<file path="src/rtl/sipo_deserializer_pkg.sv">
// Shared definitions for the serial link word format.
// DEFAULT_WIDTH is also used by the transmitter so both ends frame the same word size.
// cnt_width() gives the bit-counter width for a word size (never less than 1).
package sipo_deserializer_pkg;

    localparam int DEFAULT_WIDTH = 4;

    function automatic int cnt_width(input int width);
        return ($clog2(width) < 1) ? 1 : $clog2(width);
    endfunction

endpackage

</file>
<file path="src/rtl/sipo_deserializer_if.sv">
// Bus bundle for the SIPO deserializer.
//   sin / sin_valid / sync  : serial stream and word-alignment marker (into receiver)
//   dout / dout_valid       : received word and its valid flag (out of receiver)
//   dout_ready              : consumer accept (into receiver)
//   busy / overrun          : partial-word status and sticky word-loss flag (out)
//   clr_ovr                 : synchronous overrun clear (into receiver)
// slave  = receiver side; master = stream source / consumer side.
interface sipo_deserializer_if
    import sipo_deserializer_pkg::*;
#(
    parameter int WIDTH = DEFAULT_WIDTH
);
    logic             sin;
    logic             sin_valid;
    logic             sync;
    logic [WIDTH-1:0] dout;
    logic             dout_valid;
    logic             dout_ready;
    logic             busy;
    logic             overrun;
    logic             clr_ovr;

    modport slave (
        input  sin, sin_valid, sync, dout_ready, clr_ovr,
        output dout, dout_valid, busy, overrun
    );

    modport master (
        output sin, sin_valid, sync, dout_ready, clr_ovr,
        input  dout, dout_valid, busy, overrun
    );
endinterface

</file>
<file path="src/rtl/sipo_deserializer_core.sv">
// sipo_core: shift register and bit counter that frame an MSB-first serial stream.
// Ports:
//   clk, rst_n      : clock, async active-low reset
//   sin_i           : serial bit
//   sin_valid_i     : sample sin_i on this edge
//   sync_i          : restart framing (with sin_valid_i the bit becomes bit 1 of a new word)
//   word_o          : completed word, meaningful while word_done_o is high
//   word_done_o     : high in the cycle whose edge samples the last bit of a word
//   busy_o          : a partial word is in progress
module sipo_core
    import sipo_deserializer_pkg::*;
#(
    parameter int WIDTH = DEFAULT_WIDTH
) (
    input  logic             clk,
    input  logic             rst_n,
    input  logic             sin_i,
    input  logic             sin_valid_i,
    input  logic             sync_i,
    output logic [WIDTH-1:0] word_o,
    output logic             word_done_o,
    output logic             busy_o
);
    localparam int            CW       = cnt_width(WIDTH);
    localparam logic [CW-1:0] CNT_LAST = CW'(WIDTH - 1);

    logic [WIDTH-1:0] shreg_q, shreg_d;
    logic [CW-1:0]    cnt_q, cnt_d;

    always_ff @(posedge clk or negedge rst_n) begin
        if (!rst_n) begin
            shreg_q <= '0;
            cnt_q   <= '0;
        end else begin
            shreg_q <= shreg_d;
            cnt_q   <= cnt_d;
        end
    end

    always_comb begin
        shreg_d     = shreg_q;
        cnt_d       = cnt_q;
        word_done_o = 1'b0;
        if (sync_i && sin_valid_i) begin
            // sync wins over completion: the partial word is dropped silently
            shreg_d = {{(WIDTH-1){1'b0}}, sin_i};
            cnt_d   = CW'(1);
        end else if (sync_i) begin
            shreg_d = '0;
            cnt_d   = '0;
        end else if (sin_valid_i) begin
            shreg_d = {shreg_q[WIDTH-2:0], sin_i};
            if (cnt_q == CNT_LAST) begin
                cnt_d       = '0;
                word_done_o = 1'b1;
            end else begin
                cnt_d = cnt_q + CW'(1);
            end
        end
    end

    // Only consumed by registers in the parent, so no output sees sin combinationally.
    assign word_o = {shreg_q[WIDTH-2:0], sin_i};
    assign busy_o = (cnt_q != '0);

endmodule

</file>
<file path="src/rtl/sipo_deserializer.sv">
// sipo_deserializer: serial-in parallel-out receiver with a one-word holding
// register, valid/ready handshake and a sticky overrun flag.
// Ports:
//   clk, rst_n : clock, async active-low reset
//   bus        : sipo_deserializer_if.slave (stream in, word out, status)
module sipo_deserializer
    import sipo_deserializer_pkg::*;
#(
    parameter int WIDTH = DEFAULT_WIDTH
) (
    input  logic                 clk,
    input  logic                 rst_n,
    sipo_deserializer_if.slave   bus
);
    logic [WIDTH-1:0] word;
    logic             word_done;
    logic             busy;

    logic [WIDTH-1:0] dout_q, dout_d;
    logic             dout_valid_q, dout_valid_d;
    logic             overrun_q, overrun_d;

    sipo_core #(.WIDTH(WIDTH)) u_core (
        .clk         (clk),
        .rst_n       (rst_n),
        .sin_i       (bus.sin),
        .sin_valid_i (bus.sin_valid),
        .sync_i      (bus.sync),
        .word_o      (word),
        .word_done_o (word_done),
        .busy_o      (busy)
    );

    always_ff @(posedge clk or negedge rst_n) begin
        if (!rst_n) begin
            dout_q       <= '0;
            dout_valid_q <= 1'b0;
            overrun_q    <= 1'b0;
        end else begin
            dout_q       <= dout_d;
            dout_valid_q <= dout_valid_d;
            overrun_q    <= overrun_d;
        end
    end

    always_comb begin
        logic ovr_set;
        dout_d       = dout_q;
        dout_valid_d = dout_valid_q;
        ovr_set      = 1'b0;
        if (word_done) begin
            // a word can land in the same edge the pending one is accepted
            if (!dout_valid_q || bus.dout_ready) begin
                dout_d       = word;
                dout_valid_d = 1'b1;
            end else begin
                ovr_set = 1'b1;
            end
        end else if (dout_valid_q && bus.dout_ready) begin
            dout_valid_d = 1'b0;
        end
        // set beats clear on the same edge
        if (ovr_set) begin
            overrun_d = 1'b1;
        end else if (bus.clr_ovr) begin
            overrun_d = 1'b0;
        end else begin
            overrun_d = overrun_q;
        end
    end

    assign bus.dout       = dout_q;
    assign bus.dout_valid = dout_valid_q;
    assign bus.busy       = busy;
    assign bus.overrun    = overrun_q;

endmodule
</file>
<file path="src/flat_wrapper.sv">
// flat-port wrapper written by rule: the top's interface ports become plain ports
module sipo_deserializer_flat import sipo_deserializer_pkg::*;
#(
    parameter int WIDTH = DEFAULT_WIDTH
)
  (clk, rst_n, bus_sin, bus_sin_valid, bus_sync, bus_dout_ready, bus_clr_ovr, bus_dout, bus_dout_valid, bus_busy, bus_overrun);
  sipo_deserializer_if #(.WIDTH(WIDTH)) bus_i ();
  input  logic clk;
  input  logic rst_n;
  input wire logic [$bits(bus_i.sin)-1:0] bus_sin;
  input wire logic [$bits(bus_i.sin_valid)-1:0] bus_sin_valid;
  input wire logic [$bits(bus_i.sync)-1:0] bus_sync;
  input wire logic [$bits(bus_i.dout_ready)-1:0] bus_dout_ready;
  input wire logic [$bits(bus_i.clr_ovr)-1:0] bus_clr_ovr;
  output wire logic [$bits(bus_i.dout)-1:0] bus_dout;
  output wire logic [$bits(bus_i.dout_valid)-1:0] bus_dout_valid;
  output wire logic [$bits(bus_i.busy)-1:0] bus_busy;
  output wire logic [$bits(bus_i.overrun)-1:0] bus_overrun;
  assign bus_i.sin = bus_sin;
  assign bus_i.sin_valid = bus_sin_valid;
  assign bus_i.sync = bus_sync;
  assign bus_i.dout_ready = bus_dout_ready;
  assign bus_i.clr_ovr = bus_clr_ovr;
  assign bus_dout = bus_i.dout;
  assign bus_dout_valid = bus_i.dout_valid;
  assign bus_busy = bus_i.busy;
  assign bus_overrun = bus_i.overrun;
  sipo_deserializer #(.WIDTH(WIDTH)) u_core (.clk(clk), .rst_n(rst_n), .bus(bus_i));
endmodule
</file>
<file path="config.mk">
export PLATFORM = sky130hd
export DESIGN_NAME = sipo_deserializer_flat
export DESIGN_NICKNAME = d
export VERILOG_FILES = /design/src/rtl/sipo_deserializer_pkg.sv /design/src/rtl/sipo_deserializer_if.sv /design/src/rtl/sipo_deserializer_core.sv /design/src/rtl/sipo_deserializer.sv /design/src/flat_wrapper.sv
export SDC_FILE = /design/constraint.sdc
export NUM_CORES = 1
export LEC_CHECK = 0
export CORE_UTILIZATION = 30
export CTS_CLUSTER_DIAMETER = 50
export CTS_CLUSTER_SIZE = 20
export DETAILED_ROUTE_END_ITERATION = 10
export PLACE_DENSITY = 0.57
export REMOVE_ABC_BUFFERS = 1
export SETUP_SLACK_MARGIN = 0.2
export SLEW_MARGIN = 15
export SYNTH_ARGS = -nofsm -noshare
export SYNTH_HDL_FRONTEND = slang
export SYNTH_SLANG_ARGS = --single-unit
</file>
<file path="constraint.sdc">
create_clock -name clk -period 1.35 [get_ports clk]
set_input_delay 0.27 -clock clk [delete_from_list [all_inputs] [get_ports clk]]
set_output_delay 0.27 -clock clk [all_outputs]
set_load 0.05 [all_outputs]
</file>
* Word level (Yosys, flattened, before mapping) *
Cells that the tools add are included.

operators by class
  reductions and logical operators = 10
  equality and inequality tests = 2
  mux-type cells = 18
  add/subtract/negate cells = 1

operators with widths
  operator                                                       count
  1-bit two-way mux                                              11
  3-bit two-way mux                                              3
  2-bit two-way mux                                              4
  2-bit nonzero test                                             3
  2-bit AND reduction                                            2
  3-bit nonzero test                                             1
  2-bit by 1-bit adder with 2-bit output, second input constant  1
  2-bit equality test, second input constant                     1
  1-bit logical AND                                              2
  2-bit inequality test, second input constant                   1
  1-bit zero test                                                1
  1-bit logical OR                                               1

word-level totals
  output and inout bits = 7
  word-level logic and storage cells = 36
  bits in registers = 11
  input port bits = 7

* Depth between registers and ports, before layout *
Gate-level depths: netlist of run 1.

  word-level depth = 7
  mapped depth = 4

* By module *
Synthesis of run 1 repeated with hierarchy kept, for this count alone.

unflattened totals
  cell total of the unflattened synthesis = 42
  area, all modules = 513.0 µm²

modules (own cells, without submodules)
  module             times used  cells each  area an instance (µm²)
  sipo_core          1           26          260.2
  sipo_deserializer  1           16          252.7

* Worst setup path after synthesis of run 1 *
OpenSTA, ideal clock, no wires.

  path kind = reg2reg
  from = register u_core.dout_valid_q (netlist: u_core.bus.dout_valid)
  to = register u_core.dout_q[0] (netlist: u_core.bus.dout[0])
  stages on the path, launching flop included = 4
  arrival = 1244 ps
  path slack = -19 ps
  data required time = 1225 ps
  cells stage by stage = dfrtp_1 -> nand2b_1 -> nor2b_4 -> mux2_2

between the ends
  longest elaborated chain between the ends = 3

RTL lines
  what                                  RTL line                 RTL
  from (decl)                           sipo_deserializer.sv:20  logic dout_valid_q, dout_valid_d;
  from (signal assigned)                sipo_deserializer.sv:41  dout_valid_q <= dout_valid_d;
  1-bit zero test                       sipo_deserializer.sv:53  if (!dout_valid_q || bus.dout_ready) begin
  1-bit logical OR                      sipo_deserializer.sv:53
  2-bit AND reduction (no source line)  --
  to (signal assigned)                  sipo_deserializer.sv:40  dout_q <= dout_d;
  to (decl)                             sipo_deserializer.sv:19  logic [WIDTH-1:0] dout_q, dout_d;

No other way between the ends.
A chain may end at the register's enable or synchronous reset.

* Final worst setup path of run 1 *
  from = register u_core.u_core.cnt_q[0]
  to = output bus_busy

between the ends
  longest elaborated chain between the ends = 1

RTL lines
  what                    RTL line                      RTL
  from (decl)             sipo_deserializer_core.sv:28  logic [CW-1:0] cnt_q, cnt_d;
  from (signal assigned)  sipo_deserializer_core.sv:36  cnt_q <= cnt_d;
  2-bit nonzero test      sipo_deserializer_core.sv:64  assign busy_o = (cnt_q != '0);
  to (decl)               flat_wrapper.sv:17            output wire logic [$bits(bus_i.busy)-1:0] bus_busy;

No other way between the ends.

==> results of run 1 <==
==> synth_stat cells <==
master    instances
nand2_1           3
inv_1             4
mux2_2            4
nand2b_1          1
nor2_1            5
nand3b_4          1
o21ai_0           1
dfrtp_1          11
buf_4             1
nor2b_4           1
o22ai_1           1
mux2i_1           3
a22o_1            1
ha_1              2
==> per-stage QoR <==
stage,utilization,std cells,total power [mW],cell area [µm²]
2_1_floorplan,-,38,0.5415,480.5
4_1_cts,0.5266,77,0.9752,793.3
5_1_grt,0.5432,77,1.027,818.3
3_3_place_gp,0.4900,72,0.7232,738.2
3_5_place_dp,0.4900,72,0.7248,738.2
6_report,0.5432,77,0.9906,818.3
==> power by group through the flow <==
stage / clock (mW) / sequential, mW / combinational (mW)
after floorplan: 0 / 0.473 / 0.0685
after global placement: 0 / 0.402 / 0.321
after detailed placement: 0 / 0.404 / 0.321
after CTS: 0.234 / 0.398 / 0.343
after global routing: 0.247 / 0.406 / 0.374
final: 0.235 / 0.400 / 0.356
==> layout make-up <==
cell class | count | area share
tap | 16 | 0.02446
clock buffer | 4 | 0.03211
multi-input combinational | 23 | 0.2813
timing repair buffer | 19 | 0.3043
sequential | 11 | 0.3364
inverter | 4 | 0.02141
==> cell families (layout without fill, tap and decap cells) <==
family	count (synthesis)	in the layout	synth area share
flops	11	11	0.5641
simple gates	11	11	0.1436
mux	7	7	0.1538
buf+inv	5	27	0.04615
compound gates	3	3	0.04103
fa+ha+maj	2	2	0.05127
==> metal layers <==
layer | vias to the layer above | GRT usage | part of all wire
met3 | 4 | 0.02586 | 0.049
met1 | 160 | 0.1479 | 0.43
met5 | - | 0 | 0
li1 | 172 | - | -
met4 | 0 | 0.1125 | 0.035
met2 | 11 | 0.1938 | 0.48
==> worst reg2reg max path: stages, from the launching register on <==
cell      delay, ps
dfrtp_1         360
buf_4           120
ha_4            140
nand3b_4         80
nor2b_4         200
mux2_4          320
==> final timing paths <==
| kind | from | endpoint | slack [ps] | cells past startpoint |
|---|---|---|---|---|
| worst max-delay path | u_core.u_core.cnt_q[0] | bus_busy | -50 | 5 |
| worst min-delay path | rst_n | u_core.bus.overrun | 320 | 1 |
| worst max register to register | u_core.u_core.cnt_q[0] | u_core.bus.dout[3] | 20 | 5 |
| worst min register to register | u_core.u_core.shreg_q[2] | u_core.bus.dout[3] | 530 | 1 |
| max in group asynchronous | rst_n | u_core.u_core.shreg_q[1] | 700 | 1 |
| min in group clk | u_core.u_core.shreg_q[2] | u_core.bus.dout[3] | 530 | 1 |
==> flip-flops by register name (all words and copies together), names as in the netlist <==
name,count
u_core.bus.dout,4
u_core.bus.dout_valid,1
u_core.bus.overrun,1
u_core.u_core.cnt_q,2
u_core.u_core.shreg_q,3
==> repair_timing <==
item,in CTS,in global routing
setup buffers,1,0
hold endpoints to repair,0,0
endpoints found under the setup margin,5,5
pin swaps,1,0
gates resized for setup,7,6
==> flow_summary.json, run 1 <==
{
  "start_util": 0.3239,
  "crit_path_cell_trace": "buf_6 -> inv_4 -> ha_4 -> inv_2 -> buf_12",
  "final.period_utilization": 1.037,
  "max_freq_ghz": 0.7140,
  "cts_hold_buf": 0,
  "core_area_um2": 1506,
  "place.port_buffers": 13,
  "cts_made_buffers": 3,
  "drtIter0Drc": 3,
  "rsz0062_at_grt": "true",
  "drt_wl_total_um": 893,
  "min_period_ps": 1401,
  "worst_pin_slew_ps": 492.3,
  "avgSynthCellArea_um2": 12.51,
  "slew_headroom": 0.6708,
  "crit_required_ps": 1080,
  "netlist-cell-type-count": 14,
  "final-hold-violation-count": 0,
  "hold_path.class": "in2async",
  "yosysWarningCount": 0,
  "max_stage_delay_ps": 390,
  "clkPwrFrac": 0.237,
  "fin_hold_ws_ps": 321.3,
  "die_h_um": 42.33,
  "critPathSlowestCell": "dfrtp_1",
  "ys_seq_area_frac": 0.5641,
  "overflow": 0,
  "antenna_cells": 0,
  "antenna_found_initial": 0,
  "endpoint_kind": "primary output",
  "synth_area_um2": 488.0,
  "cts_root_buf": "clkbuf_4",
  "cts_tree": "done",
  "grt_pass1_wl_um": 1580,
  "via_count": 347,
  "synth_top_cell_area_share": 0.5641,
  "ios": 14,
  "first_pass_iters": 4,
  "multi_input_area_um2": 230.2,
  "clock-sinks": 11,
  "vdd_ir_drop_max_uv": 487.5,
  "ys_seq_elements": 11,
  "drc": 0,
  "setup_tns_ps": -50.59,
  "die_area_um2": 1792,
  "yosys-top-cells-area": "dfrtp_1, mux2_2, mux2i_1",
  "setup_slack_ps": -50.59,
  "worst_setup_path_start_kind": "register",
  "p_leak_nw": 0.4023,
  "p_int_uw": 670.0,
  "final_common_cell": "dfrtp_1",
  "status": "complete, but fails checks",
  "syn2layout_area_growth_pct": 67.69,
  "netSwitchingFraction": 0.3237,
  "fin_skew_ps": 2.866,
  "max_cap_violations": 0,
  "synthCells": 39,
  "drive_gt1_frac": 0.4426,
  "grt_usage": 0.1268,
  "grt_max_degree": 12,
  "ant_nets": 0,
  "seqCellArea_um2": 275.3,
  "slew_violations": 0,
  "chipWidth_um": 42.33,
  "place_congestion": 0.6929,
  "pre_cts_slack_ps": -186.8,
  "critPathBufInv": 4,
  "clock_path_buffers": 2,
  "seq_power_share": 0.404,
  "p_comb_frac": 0.359,
  "hpwl_um": 617.6,
  "layout_common_cells": "dfrtp_1, buf_12, clkdlybuf4s50_1",
  "synth_area_leader_cell": "dfrtp_1",
  "nNetsFinal": 71,
  "cp_top_family": "flip-flops",
  "arrival_ps": 1130,
  "critPathKind": "reg2out",
  "power_density_nw_per_um2": 1211,
  "grt_pass1_vias": 376,
  "violations": "negative setup slack",
  "cts.clk_slew.worst_paths_ps": 70,
  "p_switching_uw": 320.7,
  "row_count": 14,
  "setup_viol": 1,
  "via_per_inst": 4.506,
  "clock_latency_ps": 280,
  "htree_num_levels": 1,
  "critPathMaxFanout": 3,
  "wl_per_cell_um": 11.60,
  "fillCellCount": 129
}
(Power assumes the default switching activity.)
==> run 2: changes to the inputs <==
Settings changed: PLACE_DENSITY 0.57 to 0.67.
==> run 2 against run 1 <==
Against the previous run: the flow still finishes with violations (negative setup slack); final area up 1.2%; cell count is 1.3% higher; wire length is 14% higher; critical path depth is the same; register-to-register slack worse by 60 ps; combinational power grew 4%; flip-flop and latch count unchanged; die area stayed put; power hardly changed; maximum frequency down 1.9%; critical endpoint unchanged; largest cell class unchanged.
==> flow_summary.json, run 2 (synthesis results as in run 1) <==
{
  "status": "complete, but fails checks",
  "violations": "negative setup slack",
  "worst_setup_path_start_kind": "register",
  "overflow": 0,
  "grt_pass1_vias": 410,
  "largest_register_ffs": 4,
  "die_h_um": 42.33,
  "layout_common_cells": "dfrtp_1, buf_12, clkdlybuf4s50_1, buf_4, nor2_1",
  "rsz0062_at_grt": "true",
  "start_util": 0.3239,
  "endpoint_kind": "primary output",
  "crit_top_cell": "inv_4",
  "ant_nets": 0,
  "chipWidth_um": 42.33,
  "setup_viol": 5,
  "drtIter0Drc": 5,
  "drc": 0,
  "cts_tree": "done",
  "multi_input_area_um2": 230.2,
  "antenna_found_initial": 0,
  "via_count": 357,
  "vdd_ir_drop_max_uv": 542.7,
  "fin_hold_ws_ps": 333.7,
  "slew_violations": 0,
  "antenna_cells": 0,
  "cts_root_buf": "clkbuf_4",
  "power_density_nw_per_um2": 1197,
  "setup_slack_ps": -77.44,
  "cts_hold_buf": 0,
  "place_congestion": 0.7176,
  "pre_cts_slack_ps": -185.3,
  "critPathSlowestCell": "dfrtp_1",
  "cts.clk_slew.worst_paths_ps": 70,
  "nNetsFinal": 72,
  "post-route-util": 0.5498,
  "grt_pass1_wl_um": 1807,
  "syn2layout_area_growth_pct": 69.74,
  "p_leak_nw": 0.4074,
  "via_per_inst": 4.577,
  "drt_wl_total_um": 1019,
  "max_cap_violations": 0,
  "setup_tns_ps": -196.5,
  "dpl_cell_area_um2": 738.2,
  "grt_usage": 0.1354,
  "cts_made_buffers": 3,
  "worst_pin_slew_ps": 484.7,
  "min_period_ps": 1427,
  "ios": 14,
  "seqCellArea_um2": 275.3,
  "drive_gt1_frac": 0.4516,
  "clock-sinks": 11,
  "row_count": 14,
  "place.port_buffers": 13,
  "critPathKind": "reg2out",
  "final_common_cell": "dfrtp_1",
  "fin_skew_ps": 3.305,
  "first_pass_iters": 4,
  "clock_latency_ps": 260,
  "core_area_um2": 1506,
  "final-hold-violation-count": 0,
  "fillCellCount": 118,
  "critPathMaxFanout": 2,
  "stdcell_area_um2": 828.3,
  "crit_required_ps": 1080,
  "clock_path_buffers": 2,
  "reg2regPathDepth": 5,
  "wl_per_cell_um": 13.06,
  "max_freq_ghz": 0.7006,
  "hold_path.class": "in2async",
  "die_area_um2": 1792,
  "grt_max_degree": 12,
  "crit_path_cell_trace": "buf_6 -> inv_4 -> ha_4 -> inv_4 -> buf_12",
  "htree_num_levels": 1,
  "final.period_utilization": 1.057,
  "max_stage_delay_ps": 410,
  "arrival_ps": 1160,
  "slew_headroom": 0.6759
}
==> run 2: cell types whose count changed in the layout (fill, tap and decap cells not counted) <==
cell   delta
inv_4     +1
inv_2     -1
buf_4     +1
==> run 2: layout make-up <==
type	count	area share
clock buffers	4	0.03172
inverters	4	0.02417
multi-input cells	23	0.2779
flip-flops and latches	11	0.3323
well taps	16	0.02417
repair buffers	20	0.3097
==> run 2: per-stage QoR <==
step / instances / power [mW]
finish: 78 / 0.9912
global route: 78 / 1.044
CTS: 78 / 0.9917
detailed placement: 72 / 0.7253
global placement: 72 / 0.7226
floorplan: 38 / 0.5415
==> run 2: power by group <==
| group | switching [mW] | leakage [nW] | total, mW | internal, mW |
|---|---|---|---|---|
| clock | 0.104 | 0.0150 | 0.218 | 0.114 |
| combinational | 0.172 | 0.246 | 0.371 | 0.200 |
| sequential | 0.0380 | 0.147 | 0.402 | 0.364 |
==> run 2: critical path: cells and delay by family (launching register included) <==
family / cells / cell delay (ps)
DFF: 1 / 410
buffers and inverters: 4 / 350
adders and majority gates: 1 / 130
==> run 2: worst paths after layout <==
check / end / slack (ps) / from
max: bus_busy / -80 / u_core.u_core.cnt_q[0]
min reg2reg: u_core.bus.dout[3] / 520 / u_core.u_core.shreg_q[2]
max reg2reg: u_core.bus.dout[2] / -40 / u_core.u_core.cnt_q[0]
min in group clk: u_core.bus.dout[3] / 520 / u_core.u_core.shreg_q[2]
min: u_core.bus.overrun / 330 / rst_n
max in group asynchronous: u_core.bus.dout[2] / 690 / rst_n
==> run 2: repair_timing <==
item | CTS | global route
buffers inserted | 2 | 0
endpoints found under the hold margin | 0 | 0
gates resized for setup | 13 | 1
pin swaps | 1 | 0
endpoints found under the setup margin | 5 | 6
==> run 2: routing by layer <==
metal  global-route usage  share of wire  wire (µm)
met2               0.2369           0.53        542
met3              0.03448          0.054         55
met4              0.03750              0          0
met5                    0              0          0
met1               0.1634           0.41        422
==> run 3: changes to the inputs <==
Settings changed: SLEW_MARGIN 15 to unset.
==> results of run 3 <==
The final DEF is identical to that of run 2; final timing and power are the same.
